File: src/rtl/change_dispenser_pkg.sv
// Shared definitions for the vending change path: FSM state encoding,
// fault codes and the 5-unit change encoding used by both the
// coin-accepting FSM and the change dispenser.
package change_dispenser_pkg;

    // Dispenser FSM states
    typedef enum logic [2:0] {
        ST_IDLE    = 3'd0,
        ST_DROP    = 3'd1,
        ST_SELECT  = 3'd2,
        ST_EJ_TEN  = 3'd3,
        ST_EJ_FIVE = 3'd4,
        ST_GAP     = 3'd5,
        ST_FAULT   = 3'd6
    } state_t;

    // Sticky fault causes reported on fault_code
    typedef enum logic [1:0] {
        FC_NONE    = 2'b00,
        FC_SHORT   = 2'b01,
        FC_JAM     = 2'b10,
        FC_OVERRUN = 2'b11
    } fault_code_t;

    // Change owed, counted in 5-units (bit2 = 20, bit1 = 10, bit0 = 5)
    localparam int CHG_W = 3;
    typedef logic [CHG_W-1:0] change_t;

    localparam change_t FIVE_UNITS = 3'd1;
    localparam change_t TEN_UNITS  = 3'd2;

    // True while a vend transaction is in flight (a new vend here is an overrun)
    function automatic logic is_dispensing(input state_t s);
        return (s != ST_IDLE) && (s != ST_FAULT);
    endfunction

endpackage

File: src/rtl/change_dispenser_ack_timer.sv
// Hopper acknowledge watchdog. The count restarts in the first cycle of
// every wait state (start high) and expired flags the cycle in which the
// ACK_TIMEOUT-th consecutive cycle without the awaited ack level ends.
module ack_timer
    import change_dispenser_pkg::*;
#(
    parameter int ACK_TIMEOUT = 255
) (
    input  logic clk,
    input  logic rst,
    input  logic start,
    input  logic ack,
    output logic expired
);

    localparam int CNT_W = (ACK_TIMEOUT < 2) ? 1 : $clog2(ACK_TIMEOUT + 1);
    localparam logic [CNT_W-1:0] LIMIT = CNT_W'(ACK_TIMEOUT - 1);

    logic [CNT_W-1:0] r_cnt;
    logic [CNT_W-1:0] w_cnt;

    // A start cycle counts as cycle zero of the new wait
    assign w_cnt   = start ? '0 : r_cnt;
    assign expired = !ack && (w_cnt >= LIMIT);

    // Saturating cycle counter for the current wait state
    always_ff @(posedge clk or posedge rst) begin
        if (rst) begin
            r_cnt <= '0;
        end else if (w_cnt < LIMIT) begin
            r_cnt <= w_cnt + CNT_W'(1);
        end else begin
            r_cnt <= w_cnt;
        end
    end

endmodule

File: src/rtl/change_dispenser.sv
// Change dispenser: releases the drink, then pays out the change owed
// using ten-coins first and five-coins second, handshaking each coin with
// the shared hopper acknowledge. Short change, hopper jams and overlapping
// vend requests end in a sticky FAULT state cleared by clr_fault.
module change_dispenser
    import change_dispenser_pkg::*;
#(
    parameter int INV_W       = 6,
    parameter int ACK_TIMEOUT = 255
) (
    input  logic             clk,
    input  logic             rst,
    input  logic             vend,
    input  logic [2:0]       change,
    input  logic             hopper_ack,
    input  logic             load,
    input  logic [INV_W-1:0] load_five,
    input  logic [INV_W-1:0] load_ten,
    input  logic             clr_fault,
    output logic             drink,
    output logic             eject_five,
    output logic             eject_ten,
    output logic             busy,
    output logic             exact_change,
    output logic             fault,
    output logic [1:0]       fault_code
);

    state_t           r_state;
    change_t          r_rem;
    logic [INV_W-1:0] r_five_cnt;
    logic [INV_W-1:0] r_ten_cnt;
    logic             r_drink;
    logic             r_ej_five;
    logic             r_ej_ten;
    logic             r_busy;
    logic             r_exact;
    logic             r_fault;
    fault_code_t      r_fault_code;
    logic             r_ovr;
    logic             r_tmr_start;

    logic             w_tmr_ack;
    logic             w_expired;
    logic             w_overrun;
    logic             w_ld_ok;

    // Inventory decrement that holds at zero instead of wrapping
    function automatic logic [INV_W-1:0] sat_dec(input logic [INV_W-1:0] v);
        return (v == '0) ? v : v - 1'b1;
    endfunction

    // In GAP the awaited event is the ack falling; elsewhere it is the ack rising
    assign w_tmr_ack = (r_state == ST_GAP) ? !hopper_ack : hopper_ack;
    assign w_overrun = vend && is_dispensing(r_state);
    assign w_ld_ok   = load && ((r_state == ST_IDLE) || (r_state == ST_FAULT));

    ack_timer #(
        .ACK_TIMEOUT (ACK_TIMEOUT)
    ) u_ack_timer (
        .clk     (clk),
        .rst     (rst),
        .start   (r_tmr_start),
        .ack     (w_tmr_ack),
        .expired (w_expired)
    );

    // Dispenser FSM with inventories and all registered outputs
    always_ff @(posedge clk or posedge rst) begin
        if (rst) begin
            r_state      <= ST_IDLE;
            r_rem        <= '0;
            r_five_cnt   <= '0;
            r_ten_cnt    <= '0;
            r_drink      <= 1'b0;
            r_ej_five    <= 1'b0;
            r_ej_ten     <= 1'b0;
            r_busy       <= 1'b0;
            r_exact      <= 1'b1;
            r_fault      <= 1'b0;
            r_fault_code <= FC_NONE;
            r_ovr        <= 1'b0;
            r_tmr_start  <= 1'b0;
        end else begin
            r_drink     <= 1'b0;
            r_tmr_start <= 1'b0;

            if (w_ld_ok) begin
                r_five_cnt <= load_five;
                r_ten_cnt  <= load_ten;
                r_exact    <= (load_five == '0);
            end

            // A vend during a transaction is flagged now; the FSM parks in
            // FAULT once the current payout has finished.
            if (w_overrun) begin
                r_ovr        <= 1'b1;
                r_fault      <= 1'b1;
                r_fault_code <= FC_OVERRUN;
            end

            case (r_state)
                ST_IDLE: begin
                    if (vend) begin
                        r_rem   <= change;
                        r_state <= ST_DROP;
                        r_drink <= 1'b1;
                        r_busy  <= 1'b1;
                    end
                end

                ST_DROP: begin
                    r_state <= ST_SELECT;
                end

                ST_SELECT: begin
                    if (r_rem == '0) begin
                        if (r_ovr || w_overrun) begin
                            r_state <= ST_FAULT;
                            r_ovr   <= 1'b0;
                        end else begin
                            r_state <= ST_IDLE;
                            r_busy  <= 1'b0;
                        end
                    end else if ((r_rem >= TEN_UNITS) && (r_ten_cnt != '0)) begin
                        r_state     <= ST_EJ_TEN;
                        r_ej_ten    <= 1'b1;
                        r_tmr_start <= 1'b1;
                    end else if ((r_rem >= FIVE_UNITS) && (r_five_cnt != '0)) begin
                        r_state     <= ST_EJ_FIVE;
                        r_ej_five   <= 1'b1;
                        r_tmr_start <= 1'b1;
                    end else begin
                        r_state      <= ST_FAULT;
                        r_rem        <= '0;
                        r_ovr        <= 1'b0;
                        r_fault      <= 1'b1;
                        r_fault_code <= FC_SHORT;
                    end
                end

                ST_EJ_TEN: begin
                    if (hopper_ack) begin
                        r_rem       <= r_rem - TEN_UNITS;
                        r_ten_cnt   <= sat_dec(r_ten_cnt);
                        r_ej_ten    <= 1'b0;
                        r_state     <= ST_GAP;
                        r_tmr_start <= 1'b1;
                    end else if (w_expired) begin
                        r_ej_ten     <= 1'b0;
                        r_state      <= ST_FAULT;
                        r_rem        <= '0;
                        r_ovr        <= 1'b0;
                        r_fault      <= 1'b1;
                        r_fault_code <= FC_JAM;
                    end
                end

                ST_EJ_FIVE: begin
                    if (hopper_ack) begin
                        r_rem       <= r_rem - FIVE_UNITS;
                        r_five_cnt  <= sat_dec(r_five_cnt);
                        r_exact     <= (sat_dec(r_five_cnt) == '0);
                        r_ej_five   <= 1'b0;
                        r_state     <= ST_GAP;
                        r_tmr_start <= 1'b1;
                    end else if (w_expired) begin
                        r_ej_five    <= 1'b0;
                        r_state      <= ST_FAULT;
                        r_rem        <= '0;
                        r_ovr        <= 1'b0;
                        r_fault      <= 1'b1;
                        r_fault_code <= FC_JAM;
                    end
                end

                ST_GAP: begin
                    if (!hopper_ack) begin
                        r_state <= ST_SELECT;
                    end else if (w_expired) begin
                        r_state      <= ST_FAULT;
                        r_rem        <= '0;
                        r_ovr        <= 1'b0;
                        r_fault      <= 1'b1;
                        r_fault_code <= FC_JAM;
                    end
                end

                ST_FAULT: begin
                    r_ej_five <= 1'b0;
                    r_ej_ten  <= 1'b0;
                    r_rem     <= '0;
                    if (clr_fault) begin
                        r_state      <= ST_IDLE;
                        r_busy       <= 1'b0;
                        r_fault      <= 1'b0;
                        r_fault_code <= FC_NONE;
                        r_ovr        <= 1'b0;
                    end
                end

                default: begin
                    r_state   <= ST_IDLE;
                    r_busy    <= 1'b0;
                    r_ej_five <= 1'b0;
                    r_ej_ten  <= 1'b0;
                end
            endcase
        end
    end

    assign drink        = r_drink;
    assign eject_five   = r_ej_five;
    assign eject_ten    = r_ej_ten;
    assign busy         = r_busy;
    assign exact_change = r_exact;
    assign fault        = r_fault;
    assign fault_code   = r_fault_code;

endmodule

File: config.mk
export PLATFORM = sky130hd
export DESIGN_NAME = change_dispenser
export DESIGN_NICKNAME = d
export VERILOG_FILES = /design/src/rtl/change_dispenser_pkg.sv /design/src/rtl/change_dispenser_ack_timer.sv /design/src/rtl/change_dispenser.sv
export SDC_FILE = /design/constraint.sdc
export NUM_CORES = 1
export LEC_CHECK = 0
export CORE_MARGIN = 2
export CORE_UTILIZATION = 55
export DETAILED_ROUTE_END_ITERATION = 10
export HOLD_SLACK_MARGIN = 0.02
export MAX_ROUTING_LAYER = met4
export PLACE_DENSITY = 0.79
export SYNTH_ARGS = -nofsm -noshare
export SYNTH_HDL_FRONTEND = slang
export SYNTH_SLANG_ARGS = --single-unit
File: constraint.sdc
create_clock -name clk -period 5.8 [get_ports clk]
set_clock_uncertainty 0.2 [all_clocks]
set_input_delay 1.16 -clock clk [delete_from_list [all_inputs] [get_ports clk]]
set_output_delay 1.16 -clock clk [all_outputs]
set_load 0.05 [all_outputs]
==> impl_metrics.tcl, run 1 <==
set metrics [dict create \
    worstSetupEndpointType "flip-flop" \
    clk_pin_slew_worst_paths_ps 80 \
    core_um2 4290 \
    die_area_um2 4910 \
    synth_ff_type "dfrtp_1" \
    rows 24 \
    synth_cell_type_count 62 \
    grt_pass1_vias 2057 \
    multi_input_area_um2 1400 \
    drc_errors 0 \
    worstSetupStartpointType "input port" \
    fin_crit_sh 0.614 \
    cts_root_buf "clkbuf_8" \
    max_freq_ghz 0.281 \
    leakage_uw 0.00120 \
    setup_viol 0 \
    syn_area_um2 2400 \
    r2r-start "r_state[1]" \
    cts_hold_buf 0 \
    design_area_um2 2870 \
    drt-initial-drc-count 100 \
    layout_min_cycle_time_ps 3560 \
    antenna_found_initial 0 \
    postRouteAntennaNets 0 \
    grt_overflow_total 0 \
    grt.total_usage 0.251 \
    drt-pass1-iter-count 4 \
    rsz0062_at_grt "false" \
    n_antenna_cell 0 \
    final_common_cell "dfrtp_1" \
    r2r_slack_ps 2860 \
    vdd_drop_max_mv 0.351 \
    slew_headroom 0.403 \
    dp_hpwl_um 3850 \
    regArea_um2 902 \
    synth_nets 304 \
    cap_violations 0 \
    utilization 0.669 \
    htreeDepth 2 \
    synth_edf_count 0 \
    hp-start "r_rem[1]" \
    initial_core_util 0.559 \
    min_path_type "flip-flop to flip-flop" \
    synthCells 272 \
    grt_pass1_wl_um 9630 \
    io_buffers 28 \
    layout_common_cells "dfrtp_1 (35), nor2_1 (30), clkdlybuf4s50_1 (28), nand2_1 (22)" \
    worst_skew_pair.late_latency_ps 290 \
    post_cts_resized 0 \
    syn_to_final_growth_pct 19.5 \
    grt_max_degree 37 \
    ys_seq_elements 36 \
    drive_above_1_share 0.0836 \
    die_height_um 70.1 \
    min_path_cells 1 \
    finalMaxSlewViolations 0 \
    ys_warn_count 0 \
    vias 2119 \
    cp_max_fo 13 \
    postSynthAreaPerCell_um2 8.83 \
    place_congestion 0.891 \
    crit_required_ps 5750 \
    yosysSeqAreaShare 0.376 \
    whs_endpoint "r_rem[1]" \
    reg2reg_to "r_ovr" \
    tightest_slew_ps 892 \
    run_status "finished clean" \
    vias_per_cell 6.04 \
    critPathArrivalTime_ps 3510 \
    finalWirelength_um 5470 \
    die_w_um 70.1 \
    cts_tree "done" \
    num_io_pins 29 \
    post_cts_buffers 0 \
    postSynth.asyncResetShare 1.00 \
    critical_path_class "input port to flip-flop" \
    setup-tns-final_ps 0 \
    reg2reg_depth 8 \
    cts_made_buffers 5 \
    cts_buffer_depth 2 \
    final_nets 330 \
    wire_per_inst_um 15.6 \
    timing.hold.ws_ps 290 \
    place_area_um2 2710 \
    clock_sinks 36 \
    powerDensity_nw_per_um2 558 \
    finalHoldViolations 0 \
    fill_cells 351 \
]
==> state kept, by name (all words and copies together) (netlist names) <==
name               flops
fault                  1
exact_change           1
r_tmr_start            1
r_ovr                  1
busy                   1
r_ten_cnt              6
eject_ten              1
drink                  1
r_rem                  3
r_state                3
r_five_cnt             6
fault_code             2
u_ack_timer.r_cnt      8
eject_five             1
==> how the worst max path moves through the flow <==
stage / start / to / slack, ps / cells past startpoint
after floorplan: hopper_ack / r_rem[2] / 3010 / 7
after global placement: hopper_ack / fault_code[0] / 2010 / 8
after detailed placement: hopper_ack / fault_code[0] / 1950 / 8
after CTS: hopper_ack / fault_code[0] / 2260 / 8
after global routing: hopper_ack / fault_code[0] / 2040 / 8
final: hopper_ack / r_ovr / 2240 / 8
==> per-layer routing <==
| metal | share of wire | GRT usage | up-vias |
|---|---|---|---|
| met4 | 0.011 | 0.0919 | 0 |
| li1 | - | - | 1043 |
| met5 | 0 | - | - |
| met2 | 0.48 | 0.383 | 55 |
| met3 | 0.050 | 0.0519 | 5 |
| met1 | 0.46 | 0.333 | 1016 |
==> metrics by stage <==
step	total power (uW)	setup slack, ps	instances
2_1_floorplan	1090	3010	272
3_3_place_gp	1270	2010	343
3_5_place_dp	1280	1950	343
4_1_cts	1600	2260	351
5_1_grt	1720	2040	351
6_report	1600	2240	351
==> critical path, cell delays in order <==
cell             delay, ps
clkdlybuf4s50_1        710
inv_1                  150
ha_1                   300
and3b_1                150
o2111ai_1              280
a2bb2oi_1              230
a2111oi_1              390
a21oi_1                120
==> report_power, final <==
part           switching [uW]  internal, uW  total, uW
Combinational             449           338        787
Clock                    93.4           215        308
Sequential                149           359        507
Total                     691           912       1600
==> final cells by class <==
class / count / area share
Multi-Input combinational cell: 211 / 0.488
Sequential cell: 36 / 0.314
Timing Repair Buffer: 29 / 0.100
Clock inverter: 3 / 0.0314
Clock buffer: 5 / 0.0240
Tap cell: 52 / 0.0227
Inverter: 15 / 0.0196
==> cell families (layout without fill, tap and decap cells) <==
family,after synthesis,in the layout,synth area share
compound gates,76,76,0.240
fa+ha+maj,11,11,0.0573
flops,36,36,0.376
simple gates,115,115,0.252
mux,2,2,0.00885
xor+xnor,7,7,0.0255
buf+inv,25,52,0.0411
==> cells in the mapped netlist, drive strengths merged (5+ instances only) <==
cell      n  area share
nor3      8       0.017
dfrtp    35        0.36
nor2     31       0.049
o21ai     9       0.019
nor2b     9       0.023
a21oi    16       0.035
nand2    23       0.037
nand2b   10       0.026
nand3     8       0.017
buf       7       0.013
o31ai     6       0.024
a2bb2oi   5       0.021
ha       11       0.057
o22ai     5       0.013
inv      15       0.023
No activity file was read; power rests on OpenSTA's default activity.
==> run 2: changes to the inputs <==
- CORE_UTILIZATION: 55 -> 50
- PLACE_DENSITY: 0.79 -> 0.76
- clock period: 5.8 -> 3.1 ns (I/O delays scaled with it)
==> impl_metrics.tcl, run 2 (synthesized netlist as in run 1, its figures left out) <==
set metrics [dict create \
    die_height_um 73.3 \
    final_common_cell "dfrtp_1" \
    die_area_um2 5380 \
    cp_max_fo 3 \
    vias_per_cell 6.14 \
    grt_overflow_total 0 \
    cts_tree "done" \
    r2r_slack_ps 730 \
    post_cts_buffers 0 \
    cp_top_family "compound AO/OA/AOI/OAI gates" \
    htreeDepth 2 \
    setup-tns-final_ps 0 \
    largest-register "u_ack_timer.r_cnt" \
    reg2reg_depth 9 \
    leakage_uw 0.00121 \
    critical_path_class "input port to flip-flop" \
    fin_crit_sh 0.830 \
    vias 2216 \
    cts_hold_buf 0 \
    die_w_um 73.3 \
    powerDensity_nw_per_um2 986 \
    cpPeakStageDelay_ps 490 \
    worstSetupEndpointType "flip-flop" \
    finalMaxSlewViolations 0 \
    rsz0062_at_grt "false" \
    run_status "finished clean" \
    r2r-start "r_state[1]" \
    grt_pass1_vias 2052 \
    critPathBufInv 2 \
    min_path_type "flip-flop to flip-flop" \
    syn_to_final_growth_pct 19.7 \
    path_cells "clkdlybuf4s50_1 -> inv_1 -> ha_1 -> and3b_1 -> o2111ai_1 -> a2bb2oi_1 -> a2111oi_1 -> a21oi_1" \
    wire_per_inst_um 15.4 \
    slew_headroom 0.535 \
    drive_above_1_share 0.104 \
    initial_core_util 0.512 \
    grt_max_degree 37 \
    core_um2 4690 \
    grt_pass1_wl_um 9580 \
    finalHoldViolations 0 \
    slowest_stage "clkdlybuf4s50_1" \
    cap_violations 0 \
    critPathArrivalTime_ps 2520 \
    place_area_um2 2780 \
    n_antenna_cell 0 \
    drt-pass1-iter-count 4 \
    crit_required_ps 3050 \
    place_congestion 0.936 \
    num_io_pins 29 \
    utilization 0.613 \
    hp-start "r_rem[1]" \
    max_freq_ghz 0.389 \
    clk_pin_slew_worst_paths_ps 70 \
    finalWirelength_um 5570 \
    cts_root_buf "clkbuf_8" \
    cts_buffer_depth 2 \
    whs_endpoint "r_rem[1]" \
    cts_made_buffers 5 \
    drt-initial-drc-count 137 \
    layout_min_cycle_time_ps 2570 \
    largest_reg_flops 8 \
    tightest_slew_ps 691 \
    drc_errors 0 \
    worst_skew_pair.late_latency_ps 290 \
    rows 25 \
    fill_cells 441 \
    setup_viol 0 \
    postRouteAntennaNets 0 \
    min_path_cells 1 \
    final_nets 338 \
    vdd_drop_max_mv 0.542 \
    grt.total_usage 0.236 \
    reg2reg_to "r_state[1]" \
    dp_hpwl_um 4080 \
    worstSetupStartpointType "input port" \
    post_cts_resized 0 \
    layout_common_cells "dfrtp_1 (35), nor2_1 (30), clkdlybuf4s50_1 (28), nand2_1 (22)" \
    design_area_um2 2880 \
    clock_sinks 36 \
    reg.largest.list "u_ack_timer.r_cnt x8, r_five_cnt x6, r_ten_cnt x6" \
    antenna_found_initial 0 \
    io_buffers 28 \
]
==> run 2: report_power, final <==
part	internal (uW)	switching, uW
Sequential	674	179
Clock	203	165
Combinational	666	948
==> run 2: metrics by stage <==
step	setup slack, ps	hold WS [ps]	total power, uW	cells
floorplan	777	257	2050	272
global placement	305	274	2430	353
detailed placement	208	281	2460	353
CTS	527	298	2840	361
global route	385	323	3070	361
finish	529	292	2840	361
==> run 2: cell type report <==
class | count | area (um^2) | area share
Multi-Input combinational cell | 211 | 1400 | 0.487
Sequential cell | 36 | 902 | 0.314
Timing Repair Buffer | 37 | 348 | 0.121
Clock buffer | 8 | 100 | 0.0348
Tap cell | 54 | 67.6 | 0.0235
Inverter | 15 | 56.3 | 0.0196
==> run 2: worst max path at each step <==
stage | cells past startpoint | end | start
6_report | 8 | r_ovr | hopper_ack
5_1_grt | 7 | r_five_cnt[2] | hopper_ack
4_1_cts | 8 | r_ovr | hopper_ack
3_5_place_dp | 8 | r_ovr | hopper_ack
3_3_place_gp | 8 | fault_code[0] | hopper_ack
2_1_floorplan | 9 | r_rem[2] | r_state[1]
==> run 2: metal layers <==
layer  track usage  routed length [um]  up-vias
li1              -                   -     1060
met1         0.322                2580     1067
met2         0.356                2560       83
met3        0.0412                 355        6
met4        0.0788                  71        0
met5             -                   0        -
==> run 3: changes to the inputs <==
- clock period: 3.1 -> 2.35 ns (I/O delays scaled with it)
==> impl_metrics.tcl, run 3 (synthesized netlist as in run 1, its figures left out) <==
set metrics [dict create \
    grt.total_usage 0.252 \
    postRouteAntennaNets 0 \
    die_area_um2 5380 \
    max_freq_ghz 0.439 \
    clock_sinks 36 \
    fin_crit_sh 0.970 \
    slowest_stage "clkdlybuf4s50_1" \
    tightest_slew_ps 501 \
    largest-register "u_ack_timer.r_cnt" \
    powerDensity_nw_per_um2 1310 \
    place_congestion 0.856 \
    critical_path_class "flip-flop to primary output" \
    crit_required_ps 1680 \
    cts_root_buf "clkbuf_8" \
    initial_core_util 0.512 \
    wire_per_inst_um 16.2 \
    place_area_um2 2870 \
    post_cts_buffers 0 \
    cts_tree "done" \
    finalHoldViolations 0 \
    r2r-start "r_five_cnt[0]" \
    rows 25 \
    clockPowerShare 0.124 \
    die_w_um 73.3 \
    switching_share 0.455 \
    fin_cells 371 \
    pwr-share-comb 0.585 \
    vdd_drop_max_mv 0.873 \
    whs_endpoint "busy" \
    worstSetupStartpointType "flip-flop" \
    slew_headroom 0.665 \
    core_um2 4690 \
    finalWirelength_um 6020 \
    min_path_type "flip-flop to flip-flop" \
    internal_power_uw 2150 \
    final_common_cell "dfrtp_1" \
    cap_violations 0 \
    cts_made_buffers 5 \
    reg.largest.list "u_ack_timer.r_cnt x8, r_five_cnt x6, r_ten_cnt x6" \
    power.switching_uw 1790 \
    dp_hpwl_um 4320 \
    path_cells "clkdlybuf4s50_1" \
    setup_viol 0 \
    syn_to_final_growth_pct 25.3 \
    total_power_uw 3940 \
    design_area_um2 3010 \
    critPathArrivalTime_ps 1610 \
    rsz0062_at_grt "false" \
    antenna_found_initial 0 \
    htreeDepth 2 \
    cp_max_fo 2 \
    grt_pass1_vias 2111 \
    seq_power_share 0.290 \
    drt-initial-drc-count 128 \
    grt_max_degree 37 \
    clk_pin_slew_worst_paths_ps 70 \
    vias_per_cell 6.06 \
    vias 2249 \
    cp_top_family "buffers and inverters" \
    worst_skew_pair.late_latency_ps 300 \
    layout_min_cycle_time_ps 2280 \
    min_path_cells 1 \
    num_io_pins 29 \
    reg2reg_to "fault" \
    n_antenna_cell 0 \
    grt_overflow_total 0 \
    leakage_uw 0.00128 \
    finalMaxSlewViolations 0 \
    layout_common_cells "dfrtp_1 (35), nor2_1 (30), clkdlybuf4s50_1 (27), nand2_1 (22), buf_4 (18)" \
    worstSetupEndpointType "primary output" \
    run_status "finished clean" \
    drc_errors 0 \
    setup-tns-final_ps 0 \
    die_height_um 73.3 \
    reg2reg_depth 7 \
    critPathBufInv 1 \
    r2r_slack_ps 160 \
    grt_pass1_wl_um 9950 \
    final_nets 349 \
    post-place-cells 364 \
    place_ws_ps -372 \
    hp-start "busy" \
    fin_ws_ps 69.7 \
    cts_buffer_depth 2 \
    cpPeakStageDelay_ps 790 \
    largest_reg_flops 8 \
    drt-pass1-iter-count 4 \
    drive_above_1_share 0.155 \
    io_buffers 28 \
    cts_hold_buf 0 \
]
==> run 3: layer usage <==
metal  vias up  track usage  wire, um
met3        11       0.0508       321
met4         0       0.0949       117
met2        69        0.390      2920
met1      1085        0.327      2660
li1       1084            -         -
met5         -            -         0
==> run 3: worst max-delay path by stage <==
| stage | startpoint | end | slack [ps] | cells after the start |
|---|---|---|---|---|
| after floorplan | r_state[1] | r_rem[2] | 30 | 9 |
| after global routing | exact_change | exact_change | 30 | 1 |
| final | exact_change | exact_change | 70 | 1 |
| after global placement | hopper_ack | fault_code[0] | -320 | 8 |
| after CTS | hopper_ack | r_state[1] | 50 | 9 |
| after detailed placement | hopper_ack | fault_code[0] | -370 | 8 |
==> run 3: area by class of cell <==
class | count | area [um^2]
multi-input cells | 211 | 1440
inverters | 15 | 56.3
repair buffers | 48 | 449
clock buffers | 7 | 96.3
well taps | 54 | 67.6
fillers | 406 | 1680
flip-flops and latches | 36 | 902
==> run 3: power by group through the flow <==
stage          clock network (uW)  registers, uW  logic, uW
2_1_floorplan                   0           1260       1440
3_3_place_gp                    0           1130       2200
3_5_place_dp                    0           1130       2260
4_1_cts                       505           1130       2290
5_1_grt                       528           1180       2540
6_report                      491           1150       2310
==> run 3: metrics by stage <==
step | util | hold WS [ps]
finish | 0.642 | 293
global route | 0.642 | 317
floorplan | - | 257
detailed placement | 0.612 | 281
global placement | 0.612 | 274
CTS | 0.635 | 297
==> run 3: timing repair <==
item                       4_1_cts  5_1_grt
gates resized for setup          3        9
pin swaps                        0        1
setup endpoints to repair        4       11
